$ cat src/rtl/bus_codes_pkg.sv
// Destination/source code map for the 16-bit internal bus. The bus source
// selector uses the same map. Also holds the default data width and the
// one-hot load-vector bit positions.
package bus_codes_pkg;

   localparam int DEFAULT_WIDTH = 16;
   localparam int NUM_REGS      = 10;

   localparam logic [3:0] CODE_RA = 4'b0000;
   localparam logic [3:0] CODE_RB = 4'b0001;
   localparam logic [3:0] CODE_RC = 4'b0010;
   localparam logic [3:0] CODE_R1 = 4'b0011;
   localparam logic [3:0] CODE_R2 = 4'b0100;
   localparam logic [3:0] CODE_R3 = 4'b0101;
   localparam logic [3:0] CODE_DR = 4'b0110;
   localparam logic [3:0] CODE_AR = 4'b0111;
   localparam logic [3:0] CODE_AC = 4'b1001;
   localparam logic [3:0] CODE_PC = 4'b1010;

   // Bit positions in the one-hot load vector. The eight codes 0000-0111
   // map straight onto bits 0-7. AC and PC take the two top bits.
   localparam int IDX_RA = 0;
   localparam int IDX_RB = 1;
   localparam int IDX_RC = 2;
   localparam int IDX_R1 = 3;
   localparam int IDX_R2 = 4;
   localparam int IDX_R3 = 5;
   localparam int IDX_DR = 6;
   localparam int IDX_AR = 7;
   localparam int IDX_AC = 8;
   localparam int IDX_PC = 9;

   function automatic logic is_legal_code(input logic [3:0] code);
      return (code[3] == 1'b0) || (code == CODE_AC) || (code == CODE_PC);
   endfunction

endpackage

$ cat src/rtl/bus_dest_regs_dest_decoder.sv
// Destination decoder: turns wr_sel/wr_en into a one-hot register load
// vector and a legal-code flag. Purely combinational.
import bus_codes_pkg::*;

module dest_decoder (
   input  logic                wr_en,
   input  logic [3:0]          wr_sel,
   output logic [NUM_REGS-1:0] load,
   output logic                legal
);

   // One-hot decode; illegal codes leave every enable low
   always_comb begin
      load  = '0;
      legal = is_legal_code(wr_sel);
      if (wr_en) begin
         case (wr_sel)
            CODE_RA: load[IDX_RA] = 1'b1;
            CODE_RB: load[IDX_RB] = 1'b1;
            CODE_RC: load[IDX_RC] = 1'b1;
            CODE_R1: load[IDX_R1] = 1'b1;
            CODE_R2: load[IDX_R2] = 1'b1;
            CODE_R3: load[IDX_R3] = 1'b1;
            CODE_DR: load[IDX_DR] = 1'b1;
            CODE_AR: load[IDX_AR] = 1'b1;
            CODE_AC: load[IDX_AC] = 1'b1;
            CODE_PC: load[IDX_PC] = 1'b1;
            default: load = '0;
         endcase
      end
   end

endmodule

$ cat src/rtl/bus_dest_regs.sv
// Write side of the internal bus: the architectural register file.
// - Latches bus_in into the register that wr_sel decodes to.
// - Runs the in-place PC/AR increment and the AC clear.
// - A direct bus load takes priority over these micro-operations.
// Optional macro DEST_ERR_CHECK_EN adds a sticky illegal-destination flag.
// Without it, dest_err is tied to 0.
import bus_codes_pkg::*;

module bus_dest_regs #(
   parameter int WIDTH = DEFAULT_WIDTH
) (
   input  logic             clk,
   input  logic             reset,
   input  logic [WIDTH-1:0] bus_in,
   input  logic             wr_en,
   input  logic [3:0]       wr_sel,
   input  logic             inc_pc,
   input  logic             inc_ar,
   input  logic             clr_ac,
   output logic [WIDTH-1:0] ar,
   output logic [WIDTH-1:0] dr,
   output logic [WIDTH-1:0] r1,
   output logic [WIDTH-1:0] r2,
   output logic [WIDTH-1:0] r3,
   output logic [WIDTH-1:0] ra,
   output logic [WIDTH-1:0] rb,
   output logic [WIDTH-1:0] rc,
   output logic [WIDTH-1:0] ac,
   output logic [WIDTH-1:0] pc,
   output logic             wr_done,
   output logic             dest_err
);

   logic [NUM_REGS-1:0] load;
   logic                legal;

   dest_decoder u_dest_decoder (
      .wr_en  (wr_en),
      .wr_sel (wr_sel),
      .load   (load),
      .legal  (legal)
   );

   // Register file with per-register priority: bus load, then micro-op, then hold
   always_ff @(posedge clk) begin
      if (reset) begin
         ra <= '0;
         rb <= '0;
         rc <= '0;
         r1 <= '0;
         r2 <= '0;
         r3 <= '0;
         dr <= '0;
         ar <= '0;
         ac <= '0;
         pc <= '0;
      end else begin
         if (load[IDX_RA]) ra <= bus_in;
         if (load[IDX_RB]) rb <= bus_in;
         if (load[IDX_RC]) rc <= bus_in;
         if (load[IDX_R1]) r1 <= bus_in;
         if (load[IDX_R2]) r2 <= bus_in;
         if (load[IDX_R3]) r3 <= bus_in;
         if (load[IDX_DR]) dr <= bus_in;

         if (load[IDX_AR])  ar <= bus_in;
         else if (inc_ar)   ar <= ar + WIDTH'(1);

         if (load[IDX_AC])  ac <= '0 | bus_in;
         else if (clr_ac)   ac <= '0;

         if (load[IDX_PC])  pc <= bus_in;
         else if (inc_pc)   pc <= pc + WIDTH'(1);
      end
   end

   // Write acknowledge: one cycle after an accepted legal write
   always_ff @(posedge clk) begin
      if (reset) wr_done <= 1'b0;
      else       wr_done <= wr_en & legal;
   end

`ifdef DEST_ERR_CHECK_EN
   logic dest_err_q;

   // Sticky illegal-destination flag, cleared only by reset
   always_ff @(posedge clk) begin
      if (reset)                 dest_err_q <= 1'b0;
      else if (wr_en && !legal)  dest_err_q <= 1'b1;
   end

   assign dest_err = dest_err_q;
`else
   assign dest_err = 1'b0;
`endif

endmodule

$ cat config.mk
export PLATFORM = sky130hd
export DESIGN_NAME = bus_dest_regs
export DESIGN_NICKNAME = d
export VERILOG_FILES = /design/src/rtl/bus_codes_pkg.sv /design/src/rtl/bus_dest_regs_dest_decoder.sv /design/src/rtl/bus_dest_regs.sv
export SDC_FILE = /design/constraint.sdc
export NUM_CORES = 1
export LEC_CHECK = 0
export ABC_AREA = 0
export CAP_MARGIN = 15
export CORE_MARGIN = 4
export CORE_UTILIZATION = 51
export CTS_CLUSTER_DIAMETER = 30
export CTS_CLUSTER_SIZE = 10
export DETAILED_ROUTE_END_ITERATION = 7
export PLACE_DENSITY = 0.87
export SKIP_LAST_GASP = 1
export SLEW_MARGIN = 25
export SYNTH_ARGS = -nofsm -noshare
export SYNTH_HDL_FRONTEND = slang
export SYNTH_SLANG_ARGS = --single-unit
$ cat constraint.sdc
create_clock -name clk -period 2.9 [get_ports clk]
set_input_delay 0.435 -clock clk [delete_from_list [all_inputs] [get_ports clk]]
set_output_delay 0.435 -clock clk [all_outputs]
set_load 0.02 [all_outputs]
==> results of run 1 <==
## through the flow
| stage | cell area (um^2) | utilization (%) | worst slack [ns] |
|---|---|---|---|
| 2_1_floorplan | 6494 | - | 1.261 |
| 3_3_place_gp | 8274 | 67.48 | 0.5786 |
| 3_5_place_dp | 8274 | 67.48 | 0.4727 |
| 4_1_cts | 8944 | 72.94 | 0.8745 |
| 5_1_grt | 8944 | 72.94 | 0.7199 |
| 6_report | 8944 | 72.94 | 0.8728 |
## critical path, cell delays in order
cell and delay (ns):
clkdlybuf4s50_1 0.65, nor3b_4 0.34, nand3_1 0.50, nand3b_1 0.27, a21oi_1 0.10
## layout by cell type (no fill, tap or decap), types with 4 or more instances in the layout
cell type        Yosys  layout
a211oi_1            29      29
dfxtp_1            161     161
xor2_1               8       8
nor3_1               7       7
nor4_1               7       7
nand4_1             11      11
nor2_1              53      53
clkbuf_16            0      17
clkbuf_1            38       4
nand4_4              4       4
xnor2_1             22      22
a21oi_1            112     112
buf_4                7       7
mux2i_1             18      18
nand3b_1            18      18
clkdlybuf4s50_1      0     185
bufinv_16            0       6
nand2_1            224     224
## cells by family (layout without fill, tap and decap cells)
family                   Yosys count  after routing
AO/OA/AOI/OAI                    146            146
XOR/XNOR                          30             30
adder cells (fa/ha/maj)            2              2
buffers and inverters             68            228
flip-flops                       161            161
multiplexers                      18             18
other                              1              1
AND/OR/NAND/NOR                  346            346
## worst paths after layout
path,from,to,cells past startpoint
worst max-delay path,wr_en,ac[6],5
worst min-delay path,r2[8],r2[8],2
worst max register to register,ar[0],ar[12],5
worst min register to register,r2[8],r2[8],2
## per-layer routing
layer / vias to the layer above / track usage [%] / part of all wire, %
li1: 2869 / - / -
met1: 2786 / 33.25 / 40
met2: 274 / 43.31 / 48
met3: 43 / 9.588 / 9.7
met4: 0 / 11.26 / 2.7
met5: - / 0 / 0
## cell type report
type,instances,area [um^2]
Clock buffer,23,467.9
Clock inverter,9,201.4
Fill cell,912,3318
Inverter,3,11.26
Multi-Input combinational cell,543,2905
Sequential cell,161,3223
Tap cell,168,210.2
Timing Repair Buffer,193,1924
## power by group through the flow
stage	combinational, uW	clock (uW)	sequential [uW]
after floorplan	163	0	2370
after global placement	365	0	2330
after detailed placement	368	0	2330
after CTS	370	2550	2290
after global routing	393	2660	2290
final	372	2550	2290
==> run metrics, run 1 <==
switching share of power=22.07%; Post-CTS Resized=0; Starting Density=52.96%; Final Setup Violations=0; most frequent cell after synthesis=nand2_1; TritonRoute pass-1 iters=6; Rows=40; n_diodes=0; Final Cycle Share=69.90%; Synth Warn #=0; CTS tree=built; Peak supply drop=0.3886 mV; full die area=14600 um^2; largest area contributor in the netlist=dfxtp_1; Final Instance Count excl. Fillers=1100; routed vias/inst=5.429; top_reg_cell synth=dfxtp_1; Final Hold Viols=0; sw power=1149 uW; Internal=4056 uW; count of different cell masters after synthesis=42; cts bufs inserted=17; Max FO, Critical Path=16; Compound-Gate Fraction of Synth Area=12.72%; clock buffer depth=2; number of global-route vias before repair=5611; Synth Area in Adders=0.3854%; max-slew violations=0; setup bufs post-CTS=0; multiplexer area fraction after synthesis=2.775%; RSZ-0062 raised after global routing=no; Crit. End Element=register; status=finished clean; Initial DRC Count=599; Worst-path clk slew=0.06 ns; min Tclk post-route=2.027 ns; HPWL after detailed placement=12.77 mm; top cells by area, synth=dfxtp_1, nand2_1, a21oi_1, a211oi_1, nor2_1; largest net degree at the start of global routing=84; Post-synth EDFFs=0; Die H=120.8 um; hold buffer count at CTS=0; Remaining DRCs=0; CORE AREA=12260 um^2; first-pass GRT wire length=30.70 mm; WL final=19.87 mm; DR WL/cell=18.06 um; Yosys reg bits=161; Fmax=493.3 MHz; total power=5205 uW; placed instance count=1068; Max H-tree Level=4; Max Cap Viol=0; XOR/XNOR Fraction of Synth Area=4.046%; Area Growth Syn to Fin=37.73%; power per cell area=582.0 nW/um^2; Detail Route Antenna Nets=0; asr flop ratio synth=0%; quantity of I/O buffers inserted on ports=186; clock insertion delay at the later pin of the skew report=0.42 ns; Crit path arrival time=2.30 ns; layout cell share with drive strength beyond 1=5.579%; initial antenna violation count=0; final hold slack=0.4526 ns; Crit Path Class=input pin to register; combinational group share of total power=7.1%; Clock power frac=48.9%; P_leak=0.002955 uW; syn avg cell area=8.412 um^2; mapped cell area=6494 um^2; placer congestion estimate=0.7944; num ports=188; Vias=5972; Synth Instances=772; global route total overflow=0; largest family of logic cells by synthesized area=simple AND/OR/NAND/NOR gates; final setup TNS=0 ns; Slew headroom=50.79%; sequential share of the synthesized area=49.63%; Synth Net Count=800; min-delay worst type=register to register; nets@finish=947; gr usage total=27.13%; CP required=3.17 ns; worst reg2reg setup slack=1.16 ns; skew final=0.006152 ns; worst-margin pin slew=0.7358 ns; area share of the largest cell type after synthesis=49.63%; post-synthesis simple-gate area fraction=24.76%; TritonCTS Sinks=161; die width=120.8 um; crit start category=input pin; Clock Tree Root=clkbuf_16; sequential power share=43.9%; Post-synth top cells=nand2_1, dfxtp_1, a21oi_1
No activity file was read; power rests on OpenSTA's default activity.
==> run 2: changes to the inputs <==
- CORE_UTILIZATION: 51 -> 48
- PLACE_DENSITY: 0.87 -> 0.83
- clock period: 2.9 -> 1.95 ns (I/O delays scaled with it)
==> run 2 against run 1 <==
Net effect:
- the run now ends with design-rule violations left
- total power up 46%
- die area up 5.8%
- utilization down 2.3 points
- first-iteration DRC count down 25%
- clock power up 40%
- sequential cell count unchanged
- largest power group unchanged
==> run metrics, run 2 (synthesis results as in run 1) <==
status=complete, but fails checks; failing checks=design-rule violations; TritonCTS Sinks=161 (unchanged); layout cell share with drive strength beyond 1=9.578% (+4.0 points); Worst-path clk slew=0.07 ns (about the same); TritonRoute pass-1 iters=8 (+2); Max H-tree Level=4 (unchanged); Vias=6144 (+2.9%); quantity of I/O buffers inserted on ports=186 (unchanged); worst r2r src=ar[0]; hold buffer count at CTS=0 (unchanged); Post-DP Area=8715 um^2 (+5.3%); die width=124.3 um (+2.9%); Crit Path Class=register to output pin; combinational group share of total power=8.2% (+1.1 points); n_diodes=0 (unchanged); min Tclk post-route=1.881 ns; Final Cycle Share=96.46%; Final Hold Viols=0 (unchanged); setup bufs post-CTS=0 (unchanged); Peak supply drop=0.5812 mV (+50%); Post-CTS Resized=0 (unchanged); total power=7594 uW (+46%); HPWL after detailed placement=13.73 mm (+7.5%); CORE AREA=13240 um^2 (+8.0%); Rows=42 (+5.0%); Slew headroom=60.76% (+10 points); cts bufs inserted=17 (unchanged); full die area=15450 um^2 (+5.8%); end of the worst hold path=r3[15]; Internal=5831 uW (+44%); CP top delay family=buffers and inverters; commonest non-fill, non-tap cell in the layout=nand2_1; hold-critical path depth=2 (unchanged); clock buffer depth=2 (unchanged); Area Growth Syn to Fin=44.05%; nets@finish=986 (+4.1%); first-pass GRT wire length=31.62 mm (+3.0%); global route total overflow=0 (unchanged); crit start category=register; Max FO, Critical Path=6 (-10); Die H=124.3 um (+2.9%); sequential power share=44.8% (+0.9 points); worst reg2reg setup slack=0.31 ns (-0.85 ns); most frequent cells in the layout=nand2_1, clkdlybuf4s50_1, dfxtp_1; Worst path max stage delay=0.68 ns (+0.03 ns); placer congestion estimate=0.8365 (+5.3%); Worst Reg-to-Reg Cells=5 (unchanged); Clock Tree Root=clkbuf_16; DR WL/cell=17.90 um (-0.90%); Remaining DRCs=1 (+1); gr usage total=25.63% (-1.5 points); Crit path arrival time=1.59 ns (-0.71 ns); routed vias/inst=5.357 (-1.3%); initial antenna violation count=0 (unchanged); Starting Density=49.04% (-3.9 points); Fmax=531.6 MHz; Initial DRC Count=450 (-25%); RSZ-0062 raised after global routing=no; worst-margin pin slew=0.5868 ns (-0.1491 ns); worst hold start=reset; Crit. End Element=output pin; R2R Path End=ar[14]; P_leak=0.003159 uW (+6.9%); final instance area=9354 um^2 (+4.6%); CP required=1.66 ns (-1.51 ns); num ports=188 (unchanged); power per cell area=811.8 nW/um^2 (+39%); Critical path buffers and inverters=1 (unchanged); max-slew violations=0 (unchanged); CTS tree=built; WL final=20.53 mm (+3.3%); skew final=0.006444 ns (+0.0002923 ns); Worst path slowest cell=clkdlybuf4s50_1; Max Cap Viol=0 (unchanged); switching share of power=23.22% (+1.1 points); Final Setup Violations=0 (unchanged); CP cell instances=clkdlybuf4s50_1; largest net degree at the start of global routing=44 (-48%); Clock power frac=47.1% (-1.8 points); number of global-route vias before repair=5788 (+3.2%); clock insertion delay at the later pin of the skew report=0.42 ns (about the same); # fillers=1049 (+15%); min-delay worst type=input pin to register; sw power=1763 uW (+53%); Detail Route Antenna Nets=0 (unchanged)
-- run 2: cell count changes in the layout (fill, tap and decap cells not counted) --
cell,delta
clkinv_2,-1
clkbuf_1,-2
clkinvlp_4,+3
clkinv_4,+2
inv_8,+1
bufinv_16,-2
buf_4,+28
inv_6,-1
buf_12,+11
-- run 2: power by group through the flow --
stage / sequential, uW / combinational, uW / clock [uW]
after floorplan: 3530 / 242 / 0
after global placement: 3470 / 609 / 0
after detailed placement: 3470 / 616 / 0
after CTS: 3400 / 620 / 3600
after global routing: 3410 / 656 / 3760
final: 3400 / 621 / 3570
-- run 2: worst max-delay path by stage --
| stage | to | slack, ns | from | cells after the start |
|---|---|---|---|---|
| after floorplan | ar[14] | 0.37 | ar[0] | 5 |
| after global placement | ac[9] | 0.05 | wr_en | 6 |
| after detailed placement | ac[14] | -0.0001 | wr_en | 6 |
| after CTS | ar[3] | 0.05 | ar[3] | 1 |
| after global routing | ar[3] | 0.03 | ar[3] | 1 |
| final | ar[3] | 0.07 | ar[3] | 1 |
-- run 2: metrics by stage --
step | hold WS [ns] | std cells | TNS, ns | setup slack (ns) | utilization [%]
6_report | 0.3365 | 1147 | 0 | 0.06903 | 70.63
5_1_grt | 0.3638 | 1147 | 0 | 0.02823 | 70.63
4_1_cts | 0.3129 | 1147 | 0 | 0.05283 | 70.63
3_5_place_dp | 0.4465 | 1115 | -0.0001033 | -0.0001033 | 65.81
3_3_place_gp | 0.4403 | 1115 | 0 | 0.05243 | 65.81
2_1_floorplan | 0.4565 | 772 | 0 | 0.3733 | -
-- run 2: per-layer routing --
layer | vias to the layer above | track usage [%] | share of wire [%]
met5 | - | 0 | 0
met4 | 0 | 11.54 | 3.2
met3 | 47 | 7.033 | 7.7
met2 | 253 | 41.22 | 48
met1 | 2897 | 32.12 | 41
li1 | 2947 | - | -
-- run 2: layout make-up --
cell class | instances | area, um^2 | area share, %
Tap cell | 176 | 220.2 | 2.354
Clock inverter | 11 | 178.9 | 1.913
Sequential cell | 161 | 3223 | 34.46
Inverter | 3 | 11.26 | 0.1204
Multi-Input combinational cell | 543 | 2905 | 31.06
Timing Repair Buffer | 232 | 2355 | 25.17
Clock buffer | 21 | 460.4 | 4.922
==> run 3: changes to the inputs <==
- CORE_UTILIZATION: 48 -> 45
- HOLD_SLACK_MARGIN: default -> 0.08
- PLACE_DENSITY: 0.83 -> 0.78
==> run 3 against run 2 <==
Net effect:
- the flow now finishes without violations
- setup slack improved by 0.023 ns
- die area is 6.2% higher
- global-route usage fell by 1.2 points
- sequential cell count unchanged
- critical path type unchanged
- highest routed layer unchanged
==> run metrics, run 3 (synthesis results as in run 1) <==
global route total overflow=0 (unchanged); worst r2r src=pc[0]; largest net degree at the start of global routing=80 (+82%); clock buffer depth=2 (unchanged); skew final=0.005439 ns (-0.001005 ns); gr usage total=24.44% (-1.2 points); Starting Density=46.42% (-2.6 points); CP required=1.66 ns (about the same); CP top delay family=buffers and inverters; worst reg2reg setup slack=0.35 ns (+0.04 ns); worst-margin pin slew=0.5511 ns (-0.03564 ns); Worst path depth=1 (unchanged); Critical path buffers and inverters=1 (unchanged); initial antenna violation count=0 (unchanged); Clock Tree Root=clkbuf_16; Setup WS pre-CTS=0.001168 ns (+0.001271 ns); Peak supply drop=0.6734 mV (+16%); setup bufs post-CTS=0 (unchanged); Detail Route Antenna Nets=0 (unchanged); CP cell instances=clkdlybuf4s50_1; R2R Path End=pc[14]; Final Cycle Share=95.28% (-1.2 points); WL final=20.06 mm (-2.3%); commonest non-fill, non-tap cell in the layout=nand2_1; Worst path max stage delay=0.67 ns (about the same); DR WL/cell=17.51 um (-2.2%); hold-critical path depth=2 (unchanged); RSZ-0062 raised after global routing=no; cts bufs inserted=17 (unchanged); CTS tree=built; Worst-path clk slew=0.06 ns (about the same); n_diodes=0 (unchanged); layout cell share with drive strength beyond 1=9.110% (-0.47 points); TritonRoute pass-1 iters=5 (-3); Max FO, Critical Path=6 (unchanged); clock insertion delay at the later pin of the skew report=0.42 ns (about the same); # fillers=1195 (+14%); post-route core utilization=66.12% (-4.5 points); TritonCTS Sinks=161 (unchanged); most frequent cells in the layout=nand2_1, clkdlybuf4s50_1, dfxtp_1; Final Hold Viols=0 (unchanged); Final Setup Violations=0 (unchanged); Vias=6020 (-2.0%); full die area=16420 um^2 (+6.2%); Fmax=538.2 MHz (+1.2%); Slew headroom=63.14% (+2.4 points); Crit path arrival time=1.57 ns (-0.02 ns); placed instance count=1115 (unchanged); HPWL after detailed placement=13.35 mm (-2.8%); Crit. End Element=output pin; Crit Path Class=register to output pin; Initial DRC Count=482 (+7.1%); crit start category=register; first-pass GRT wire length=31.17 mm (-1.4%); Die H=128.1 um (+3.1%); Worst Reg-to-Reg Cells=5 (unchanged); Rows=43 (+2.4%); final setup margin=0.09203 ns (+0.02300 ns); final hold slack=0.2876 ns (-0.04892 ns); quantity of I/O buffers inserted on ports=186 (unchanged); min Tclk post-route=1.858 ns (-0.02300 ns); Post-CTS Resized=0 (unchanged); die width=128.1 um (+3.1%); Max H-tree Level=4 (unchanged); CORE AREA=13990 um^2 (+5.6%); Remaining DRCs=0 (-1); routed vias/inst=5.253 (-1.9%); final setup TNS=0 ns (unchanged); hold buffer count at CTS=0 (unchanged); Area Growth Syn to Fin=42.43%; end of the worst hold path=r1[3]; worst hold start=reset; Final Instance Count excl. Fillers=1146 (-0.087%); max-slew violations=0 (unchanged); num ports=188 (unchanged); status=finished clean; Max Cap Viol=0 (unchanged); Worst path slowest cell=clkdlybuf4s50_1; nets@finish=982 (-0.41%); P_leak=0.003115 uW (-1.4%); number of global-route vias before repair=5758 (-0.52%); placer congestion estimate=0.8187 (-2.1%); min-delay worst type=input pin to register; power per cell area=772.1 nW/um^2 (-4.9%)
run 3: cell types whose count changed in the layout (fill, tap and decap cells not counted), sizes merged:
cell / change
clkinvlp: -1
clkinv: +3
buf: -4
bufinv: -3
run 3: worst max path at each step:
stage	start	to	slack [ns]
6_report	pc[2]	pc[2]	0.09
5_1_grt	ar[3]	ar[3]	0.04
4_1_cts	pc[2]	pc[2]	0.08
3_5_place_dp	wr_en	ac[5]	0.001
3_3_place_gp	wr_en	ac[5]	0.06
2_1_floorplan	ar[0]	ar[14]	0.37
run 3: final cells by class:
cell class | instances | area, um^2 | area share [%]
sequential | 161 | 3223 | 34.85
multi-input combinational | 543 | 2905 | 31.41
timing repair buffer | 228 | 2337 | 25.27
clock buffer | 21 | 460.4 | 4.978
tap | 180 | 225.2 | 2.435
clock inverter | 10 | 86.33 | 0.9334
inverter | 3 | 11.26 | 0.1218
run 3: power by group:
group / internal (uW) / leakage [uW] / switching [uW] / total (uW)
clock: 1810 / 0.000265 / 1320 / 3130
sequential: 3350 / 0.00130 / 55.0 / 3400
combinational: 258 / 0.00155 / 354 / 612
total: 5410 / 0.00311 / 1730 / 7140
run 3: stage by stage:
stage	cell area [um^2]	total power [uW]
after floorplan	6494	3774
after global placement	8702	4074
after detailed placement	8702	4081
after CTS	9249	7169
after global routing	9249	7358
final	9249	7141
run 3: per-layer routing:
| metal | share of wire (%) | track usage (%) |
|---|---|---|
| met2 | 47 | 39.68 |
| met5 | 0 | 0 |
| met4 | 2.6 | 9.238 |
| met3 | 7.5 | 6.542 |
| met1 | 43 | 31.14 |
